<file path="src/rtl/or_unit_arbiter.sv">
`timescale 1ns/1ps
// or_unit_arbiter
// Shares one ready/enable two-operand OR unit between NUM_REQ clients.
// Clients are picked round-robin. One transaction is in flight at a time.
// The response carries the result and the id of the client that was served.
// A watchdog covers the ISSUE and WAIT states. If the unit stalls, it
// returns an error response with zero data and does not drain the unit.
module or_unit_arbiter #(
    parameter int NUM_REQ  = 4,
    parameter int W        = 1,
    parameter int TIMEOUT  = 64,
    localparam int IDW     = $clog2(NUM_REQ)
) (
    input  logic                 CLK,
    input  logic                 RST,
    input  logic [NUM_REQ-1:0]   req_en,
    output logic [NUM_REQ-1:0]   req_rdy,
    input  logic [NUM_REQ*W-1:0] req_a,
    input  logic [NUM_REQ*W-1:0] req_b,
    output logic                 rsp_en,
    input  logic                 rsp_rdy,
    output logic [W-1:0]         rsp_data,
    output logic [IDW-1:0]       rsp_id,
    output logic                 rsp_err,
    output logic [W-1:0]         u_a_data,
    output logic                 u_a_en,
    input  logic                 u_a_rdy,
    output logic [W-1:0]         u_b_data,
    output logic                 u_b_en,
    input  logic                 u_b_rdy,
    input  logic [W-1:0]         u_y_data,
    input  logic                 u_y_ready,
    output logic                 u_y_en
);

    localparam int IDW1 = IDW + 1;
    localparam int WDW  = $clog2(TIMEOUT);
    localparam logic [WDW-1:0] WD_LAST = WDW'(TIMEOUT - 1);

    typedef enum logic [1:0] {
        S_IDLE  = 2'd0,
        S_ISSUE = 2'd1,
        S_WAIT  = 2'd2,
        S_RESP  = 2'd3
    } state_t;

    state_t               r_state;
    state_t               w_state_nxt;
    logic [IDW-1:0]       r_rr_ptr;
    logic [IDW-1:0]       r_id;
    logic [W-1:0]         r_a;
    logic [W-1:0]         r_b;
    logic                 r_a_done;
    logic                 r_b_done;
    logic [WDW-1:0]       r_wd_cnt;
    logic [W-1:0]         r_rsp_data;
    logic                 r_rsp_err;

    logic [NUM_REQ-1:0]   w_grant;
    logic [IDW-1:0]       w_gnt_id;
    logic                 w_found;
    logic [IDW1-1:0]      w_sum;
    logic [IDW-1:0]       w_idx;
    logic [NUM_REQ-1:0]   w_req_rdy;
    logic                 w_u_a_en;
    logic                 w_u_b_en;
    logic                 w_u_y_en;
    logic                 w_timeout;
    logic                 w_rsp_fire;
    logic                 w_a_fire;
    logic                 w_b_fire;
    logic                 w_y_fire;
    logic [W-1:0]         w_sel_a;
    logic [W-1:0]         w_sel_b;

    assign w_a_fire = w_u_a_en && u_a_rdy;
    assign w_b_fire = w_u_b_en && u_b_rdy;
    assign w_y_fire = w_u_y_en && u_y_ready;
    assign w_sel_a  = req_a[w_gnt_id*W +: W];
    assign w_sel_b  = req_b[w_gnt_id*W +: W];

    // Round-robin search: first requesting client at or above rr_ptr, with wrap.
    always_comb begin
        w_grant  = '0;
        w_gnt_id = '0;
        w_found  = 1'b0;
        w_sum    = '0;
        w_idx    = '0;
        for (int k = 0; k < NUM_REQ; k++) begin
            w_sum = {1'b0, r_rr_ptr} + IDW1'(k);
            if (w_sum >= IDW1'(NUM_REQ)) begin
                w_sum = w_sum - IDW1'(NUM_REQ);
            end else begin
                w_sum = w_sum;
            end
            w_idx = w_sum[IDW-1:0];
            if (!w_found && req_en[w_idx]) begin
                w_found         = 1'b1;
                w_grant[w_idx]  = 1'b1;
                w_gnt_id        = w_idx;
            end else begin
                w_found = w_found;
            end
        end
    end

    // Next-state and handshake decode for the sequencer.
    always_comb begin
        w_state_nxt = r_state;
        w_req_rdy   = '0;
        w_u_a_en    = 1'b0;
        w_u_b_en    = 1'b0;
        w_u_y_en    = 1'b0;
        w_timeout   = 1'b0;
        w_rsp_fire  = 1'b0;
        case (r_state)
            S_IDLE: begin
                // No grant while reset is held, so nothing is granted during the reset cycle.
                w_req_rdy   = RST ? '0 : w_grant;
                w_state_nxt = (|w_grant) ? S_ISSUE : S_IDLE;
            end
            S_ISSUE: begin
                w_timeout = (r_wd_cnt == WD_LAST);
                if (w_timeout) begin
                    w_state_nxt = S_RESP;
                end else begin
                    w_u_a_en = !r_a_done;
                    w_u_b_en = !r_b_done;
                    if ((r_a_done || (w_u_a_en && u_a_rdy)) &&
                        (r_b_done || (w_u_b_en && u_b_rdy))) begin
                        w_state_nxt = S_WAIT;
                    end else begin
                        w_state_nxt = S_ISSUE;
                    end
                end
            end
            S_WAIT: begin
                w_timeout = (r_wd_cnt == WD_LAST);
                if (w_timeout) begin
                    w_state_nxt = S_RESP;
                end else begin
                    w_u_y_en    = u_y_ready;
                    w_state_nxt = u_y_ready ? S_RESP : S_WAIT;
                end
            end
            S_RESP: begin
                w_rsp_fire  = rsp_rdy;
                w_state_nxt = rsp_rdy ? S_IDLE : S_RESP;
            end
            default: begin
                w_state_nxt = S_IDLE;
            end
        endcase
    end

    // State register.
    always_ff @(posedge CLK) begin
        if (RST) begin
            r_state <= S_IDLE;
        end else begin
            r_state <= w_state_nxt;
        end
    end

    // Transaction datapath: operand latch, done flags, watchdog, response and rr pointer.
    always_ff @(posedge CLK) begin
        if (RST) begin
            r_rr_ptr   <= '0;
            r_id       <= '0;
            r_a        <= '0;
            r_b        <= '0;
            r_a_done   <= 1'b0;
            r_b_done   <= 1'b0;
            r_wd_cnt   <= '0;
            r_rsp_data <= '0;
            r_rsp_err  <= 1'b0;
        end else begin
            case (r_state)
                S_IDLE: begin
                    if (|w_req_rdy) begin
                        r_a      <= w_sel_a;
                        r_b      <= w_sel_b;
                        r_id     <= w_gnt_id;
                        r_a_done <= 1'b0;
                        r_b_done <= 1'b0;
                        r_wd_cnt <= '0;
                    end
                end
                S_ISSUE: begin
                    r_wd_cnt <= r_wd_cnt + WDW'(1);
                    if (w_a_fire) begin
                        r_a_done <= 1'b1;
                    end
                    if (w_b_fire) begin
                        r_b_done <= 1'b1;
                    end
                    if (w_timeout) begin
                        r_rsp_data <= '0;
                        r_rsp_err  <= 1'b1;
                    end
                end
                S_WAIT: begin
                    r_wd_cnt <= r_wd_cnt + WDW'(1);
                    if (w_timeout) begin
                        r_rsp_data <= '0;
                        r_rsp_err  <= 1'b1;
                    end else if (w_y_fire) begin
                        r_rsp_data <= u_y_data;
                        r_rsp_err  <= 1'b0;
                    end
                end
                S_RESP: begin
                    if (w_rsp_fire) begin
                        r_rr_ptr <= (r_id == IDW'(NUM_REQ - 1)) ? '0 : (r_id + IDW'(1));
                    end
                end
                default: begin
                    r_wd_cnt <= '0;
                end
            endcase
        end
    end

    assign req_rdy  = w_req_rdy;
    assign rsp_en   = (r_state == S_RESP);
    assign rsp_data = r_rsp_data;
    assign rsp_id   = r_id;
    assign rsp_err  = r_rsp_err;
    assign u_a_data = r_a;
    assign u_b_data = r_b;
    assign u_a_en   = w_u_a_en;
    assign u_b_en   = w_u_b_en;
    assign u_y_en   = w_u_y_en;

endmodule
</file>
<file path="config.mk">
export PLATFORM = sky130hd
export DESIGN_NAME = or_unit_arbiter
export DESIGN_NICKNAME = d
export VERILOG_FILES = /design/src/rtl/or_unit_arbiter.sv
export SDC_FILE = /design/constraint.sdc
export NUM_CORES = 1
export LEC_CHECK = 0
export CAP_MARGIN = 20
export CORE_ASPECT_RATIO = 1.2
export CORE_MARGIN = 3
export CORE_UTILIZATION = 45
export DETAILED_ROUTE_END_ITERATION = 10
export MAX_ROUTING_LAYER = met4
export PLACE_DENSITY = 0.72
export SYNTH_ARGS = -nofsm -noshare
export SYNTH_HDL_FRONTEND = slang
export SYNTH_SLANG_ARGS = --single-unit
</file>
<file path="constraint.sdc">
create_clock -name CLK -period 9.32 [get_ports CLK]
set_clock_uncertainty 0.1 [all_clocks]
set_input_delay 1.398 -clock CLK [delete_from_list [all_inputs] [get_ports CLK]]
set_output_delay 1.398 -clock CLK [all_outputs]
set_load 0.01 [all_outputs]
</file>
After elaboration in Yosys (flattened, before gate mapping)
Index checks and enable logic that the tools add are counted.
- $add $sub $neg: 9
- order comparisons: 12
- eq/ne operators: 10
- shifts and indexed selects: 2
- multiplexer cells: 64
- bitwise logic cells: 3
- reduce and logical (&&, ||, !) cells: 33
- operator list (operator ; number):
    $mux 1 ; 31
    $mux 2 ; 12
    $mux 4 ; 6
    $logic_and 1x1->1 ; 13
    $lt 2x3->1 const B ; 4
    $or 4x4->4 ; 3
    $pmux 6 s2 ; 1
    $ge 3x3->1 const B ; 3
    $reduce_and 3->1 ; 3
    $bmux 1 s2 ; 4
    $demux 1 s2 ; 4
    $ge 2x1->1 const B ; 4
    $ne 2x2->1 const B ; 4
    $pmux 1 s2 ; 4
    $pmux 2 s4 ; 1
    $reduce_or 4->1 ; 2
    $shiftx 4x3->1 ; 2
    $sub 2x1->2 const B ; 4
    $add 2x2->3 const B ; 2
    $add 6x1->6 const B ; 1
    $eq 2x2->1 const B ; 3
    $eq 6x6->1 const B ; 1
    $mux 6 ; 1
    $reduce_and 2->1 ; 3
    10 further kinds ; 17
- register bits after elaboration: 18
- logic and storage cells: 143

Depth between registers and ports, before layout
- depth in word-level cells: 19
- depth in mapped cells: 11

Worst setup path after synthesis
OpenSTA, ideal clock, no wires.
- path type: input to output
- start point: in req_en[2]
- end point: out req_rdy[0]
- arrival: 2.812 ns
- slack: 5.010 ns
- stages: 6
- cells stage by stage: buf_6 -> mux2_4 -> mux2_4 -> nor4b_4 -> a221oi_1 -> nor2_1
- cells in the longest elaborated chain, start to end: 14
- elaborated cells on any way between the ends: 26
- those cells by class: 17 x mux; 3 x bitwise; 6 x reduce/logical
- RTL lines (item ; line ; text):
    start, declared ; 16 ; input logic [NUM_REQ-1:0] req_en,
    $bmux 1 s2 ; 97 ; if (!w_found && req_en[w_idx]) begin
    $mux 1 (not written as such) ; 97 ;
    $mux 1 ; 97 ;
    $logic_not 1->1 ; 97 ;
    $logic_and 1x1->1 ; 97 ;
    $mux 1 ; 97 ;
    $logic_not 1->1 ; 97 ;
    $logic_and 1x1->1 ; 97 ;
    $mux 1 ; 97 ;
    $logic_not 1->1 ; 97 ;
    $logic_and 1x1->1 ; 97 ;
    $mux 4 * ; 97 ;
    $mux 4 * ; 119 ; w_req_rdy = RST ? '0 : w_grant;
    $mux 4 * ; 116 ; case (r_state)
    end, declared ; 17 ; output logic [NUM_REQ-1:0] req_rdy,
Mark *: on every way between the ends. The rest lies on a longest branch, timed or not. The select of a mux whose other input is x is not followed.

Final worst setup path
- start point: in req_en[3]
- end point: out req_rdy[0]
The elaborated chain is that of the path after synthesis.

==> impl_results.md <==
* Status: complete, no violations
* Core box area at around 3700 um2
* Setup-failing EPs final at 0
* Rel. slew slack at ~49%
* Clock sinks at 18
* WHS Endpoint: u_b_data$_SDFFE_PP0P_
* Share of layout cells above drive strength 1 at around 8.5%
* Post-CTS Setup Inserts at 0
* CTS resizes at 0
* Peak fanout along the critical path at 14
* Post-Route WL at between 4000 and 5000 um
* Worst hold path startpoint: u_b_data$_SDFFE_PP0P_
* Number of antenna violations at the first check in global routing at 0
* Cell Rows at 24
* Buffer depth of the longest clock path at 2
* CP max stage delay at ~0.61 ns
* Setup ws final at between 3 and 4 ns
* Post-synth top flop: dfxtp_1
* Vias in the first global route at between 1500 and 2000
* Synthesized area at roughly 1700 um2
* Seq cells post-synth at 18
* Max Cap Viol at 0
* CTS Buf Count at 3
* Fin. Hold Viols at 0
* Pwr Density at 101 nW/um2
* Most common cell after layout, fill and taps aside: clkdlybuf4s50_1
* Starting Density at 47.2%
* Die Width at around 63 um
* Asr flop ratio synth at 0%
* Routed Antenna Nets at 0
* Synth unique cells at roughly 50
* Ys Warns at 0
* Post-route insts no fill at about 290
* Vias/cell at between 5 and 6
* Period utilization at between 50 and 60%
* Worst Hold Class: reg -> reg
* Worst r2r src: r_rr_ptr[0]$_SDFFE_PP0P_
* Initial DRC Count at about 150
* Post-Place Cells at roughly 280
* Min cycle time layout at between 5 and 6 ns
* Worst Max-Slew Pin Slew at approximately 0.76 ns
* Buffers & Inverters on Critical Path at 2
* Synth top area cells: dfxtp_1, ha_1, nand2_1
* Register area share after synthesis at roughly a fifth
* Total track usage at about a fifth
* Crit-path leading delay family: buffers and inverters
* Cell taking the most area after synthesis: dfxtp_1
* VDD IR-drop max at 0.101 mV
* Unrepaired setup endpoints after global routing: no
* Max Fclk at 180 MHz
* Pre-antenna DRT Iters at 4
* Place WS at between 3 and 4 ns
* GRT Residual Overflow at 0
* Latest clock arrival within the worst-skew pair at ~0.26 ns
* Share of the synthesized area in the top cell type at 20.8%
* Pin count of the biggest net entering global routing at 24
* Post-Syn Nets at between 200 and 250
* Mapped Avg Cell Area at 8.16 um2
* Number of synthesized flops with an enable pin at 0
* Worst hold margin at 0.360 ns
* H-tree depth at 1
* NumNets Final at approximately 270
* Setup slack, reg-to-reg at approximately 5.1 ns
* Layout area overhead at 19.5%
* CP Capture Type: output pin
* Wire length per cell at roughly 14 um
* Via count at between 1500 and 2000
* Clock transition at the registers of the reported paths at 0.07 ns
* Worst reg2reg path endpoint: r_wd_cnt[2]$_SDFFE_PP0P_
* Critical Path AT at 4.05 ns
* CP max stage cell: clkdlybuf4s50_1
* First-pass GRT wire length at approximately 7000 um
* Crit Path Class: in -> out
* Crit-path cells: clkdlybuf4s50_1 -> mux2_2 -> mux2_4 -> nor3b_1 -> a221oi_1 -> nor2_1 -> clkdlybuf4s50_1
* Most frequent cells in the layout: clkdlybuf4s50_1, nand2_1, dfxtp_1, nand3_1, nor2_1
* # hold bufs at CTS at 0
* WP data required at 7.82 ns
* Setup TNS at 0 ns
* I/O pin total at 33
* Slew Viols, Final at 0
* Detailed Place HPWL at between 3000 and 4000 um
* Port buffer count at 32
* Die H at about 74 um
* FF-to-FF path depth at 9
* Ant. Diodes at 0
* Most used cell, CP: clkdlybuf4s50_1
* CTS tree: done
* DRC at 0
* Setup crit start kind: input pin
* CTS root buf: clkbuf_8
* Cell count after synthesis at between 200 and 250
* GP Congestion at about 0.94
* Hold Crit Depth at 2
* Static Leak at ~0.00073 uW
* Die area at roughly 4600 um2
-- stage by stage --
step	util (%)	power, uW	cell area (um2)
floorplan	-	125	1730
global placement	55.0	146	2010
detailed placement	55.0	146	2010
CTS	56.5	212	2070
global route	56.5	222	2070
finish	56.5	210	2070
-- synthesized netlist by cell type (3+ instances only) --
cell type / count
a211oi_1: 3
a21oi_1: 11
a221oi_1: 5
a31oi_1: 4
and3_1: 4
buf_6: 5
clkbuf_1: 4
dfxtp_1: 18
ha_1: 13
inv_1: 8
mux2_2: 5
mux2i_1: 6
nand2_1: 22
nand3_1: 15
nand3b_1: 4
nand4_1: 9
nand4b_1: 3
nor2_1: 15
nor2b_1: 3
nor3_1: 4
o21ai_0: 10
o31ai_1: 3
-- how the worst max path moves through the flow --
stage / from / endpoint / slack (ns) / cells past startpoint
floorplan: req_en[2] / req_rdy[0] / 5.01 / 6
global placement: req_en[3] / req_rdy[0] / 3.89 / 7
detailed placement: req_en[3] / req_rdy[0] / 3.82 / 7
CTS: req_en[3] / req_rdy[0] / 3.82 / 7
global route: r_rr_ptr[0]$_SDFFE_PP0P_ / req_rdy[0] / 3.58 / 8
finish: req_en[3] / req_rdy[0] / 3.77 / 7
-- sequential cells by signal, indices dropped and copies added (netlist names) --
| name | flops |
|---|---|
| r_a_done | 1 |
| u_a_data | 1 |
| r_state | 2 |
| r_wd_cnt | 6 |
| rsp_id | 2 |
| r_rr_ptr | 2 |
| rsp_err | 1 |
| r_b_done | 1 |
| u_b_data | 1 |
| rsp_data | 1 |
-- layout make-up --
class / instances / area [um2]
inverter: 8 / 30.0
clock buffer: 4 / 55.1
tap: 52 / 65.1
multi-input combinational: 173 / 1240
fill: 367 / 1600
timing repair buffer: 32 / 320
sequential: 18 / 360
-- tightest hold or removal path, cell delays in order, from the launching register on --
cell and delay, ns:
dfxtp_1 0.31, nand2_1 0.05, a21oi_1 0.05
-- kinds of logic (layout without fill, tap and decap cells) --
kind of cell	count (synthesis)	count (layout)	synth area share, %
and+or+nand+nor	90	90	28.6
AOI/OAI and AO/OA	55	55	22.5
buffers and inverters	21	44	7.66
DFF	18	18	20.8
muxes	15	15	11.1
adders and majority gates	13	13	9.40
-- metal layers --
| layer | vias up | GRT usage, % | share of wire [%] |
|---|---|---|---|
| met4 | 0 | 7.35 | 1.8 |
| met2 | 42 | 31.2 | 47 |
| met5 | - | - | 0 |
| li1 | 853 | - | - |
| met3 | 11 | 3.17 | 3.6 |
| met1 | 800 | 22.6 | 47 |
-- where the power goes --
part | internal [uW] | total [uW] | switching, uW
Combinational | 28.2 | 60.6 | 32.5
Sequential | 80.7 | 84.1 | 3.36
Clock | 37.6 | 65.1 | 27.5
(Power assumes the default switching activity.)
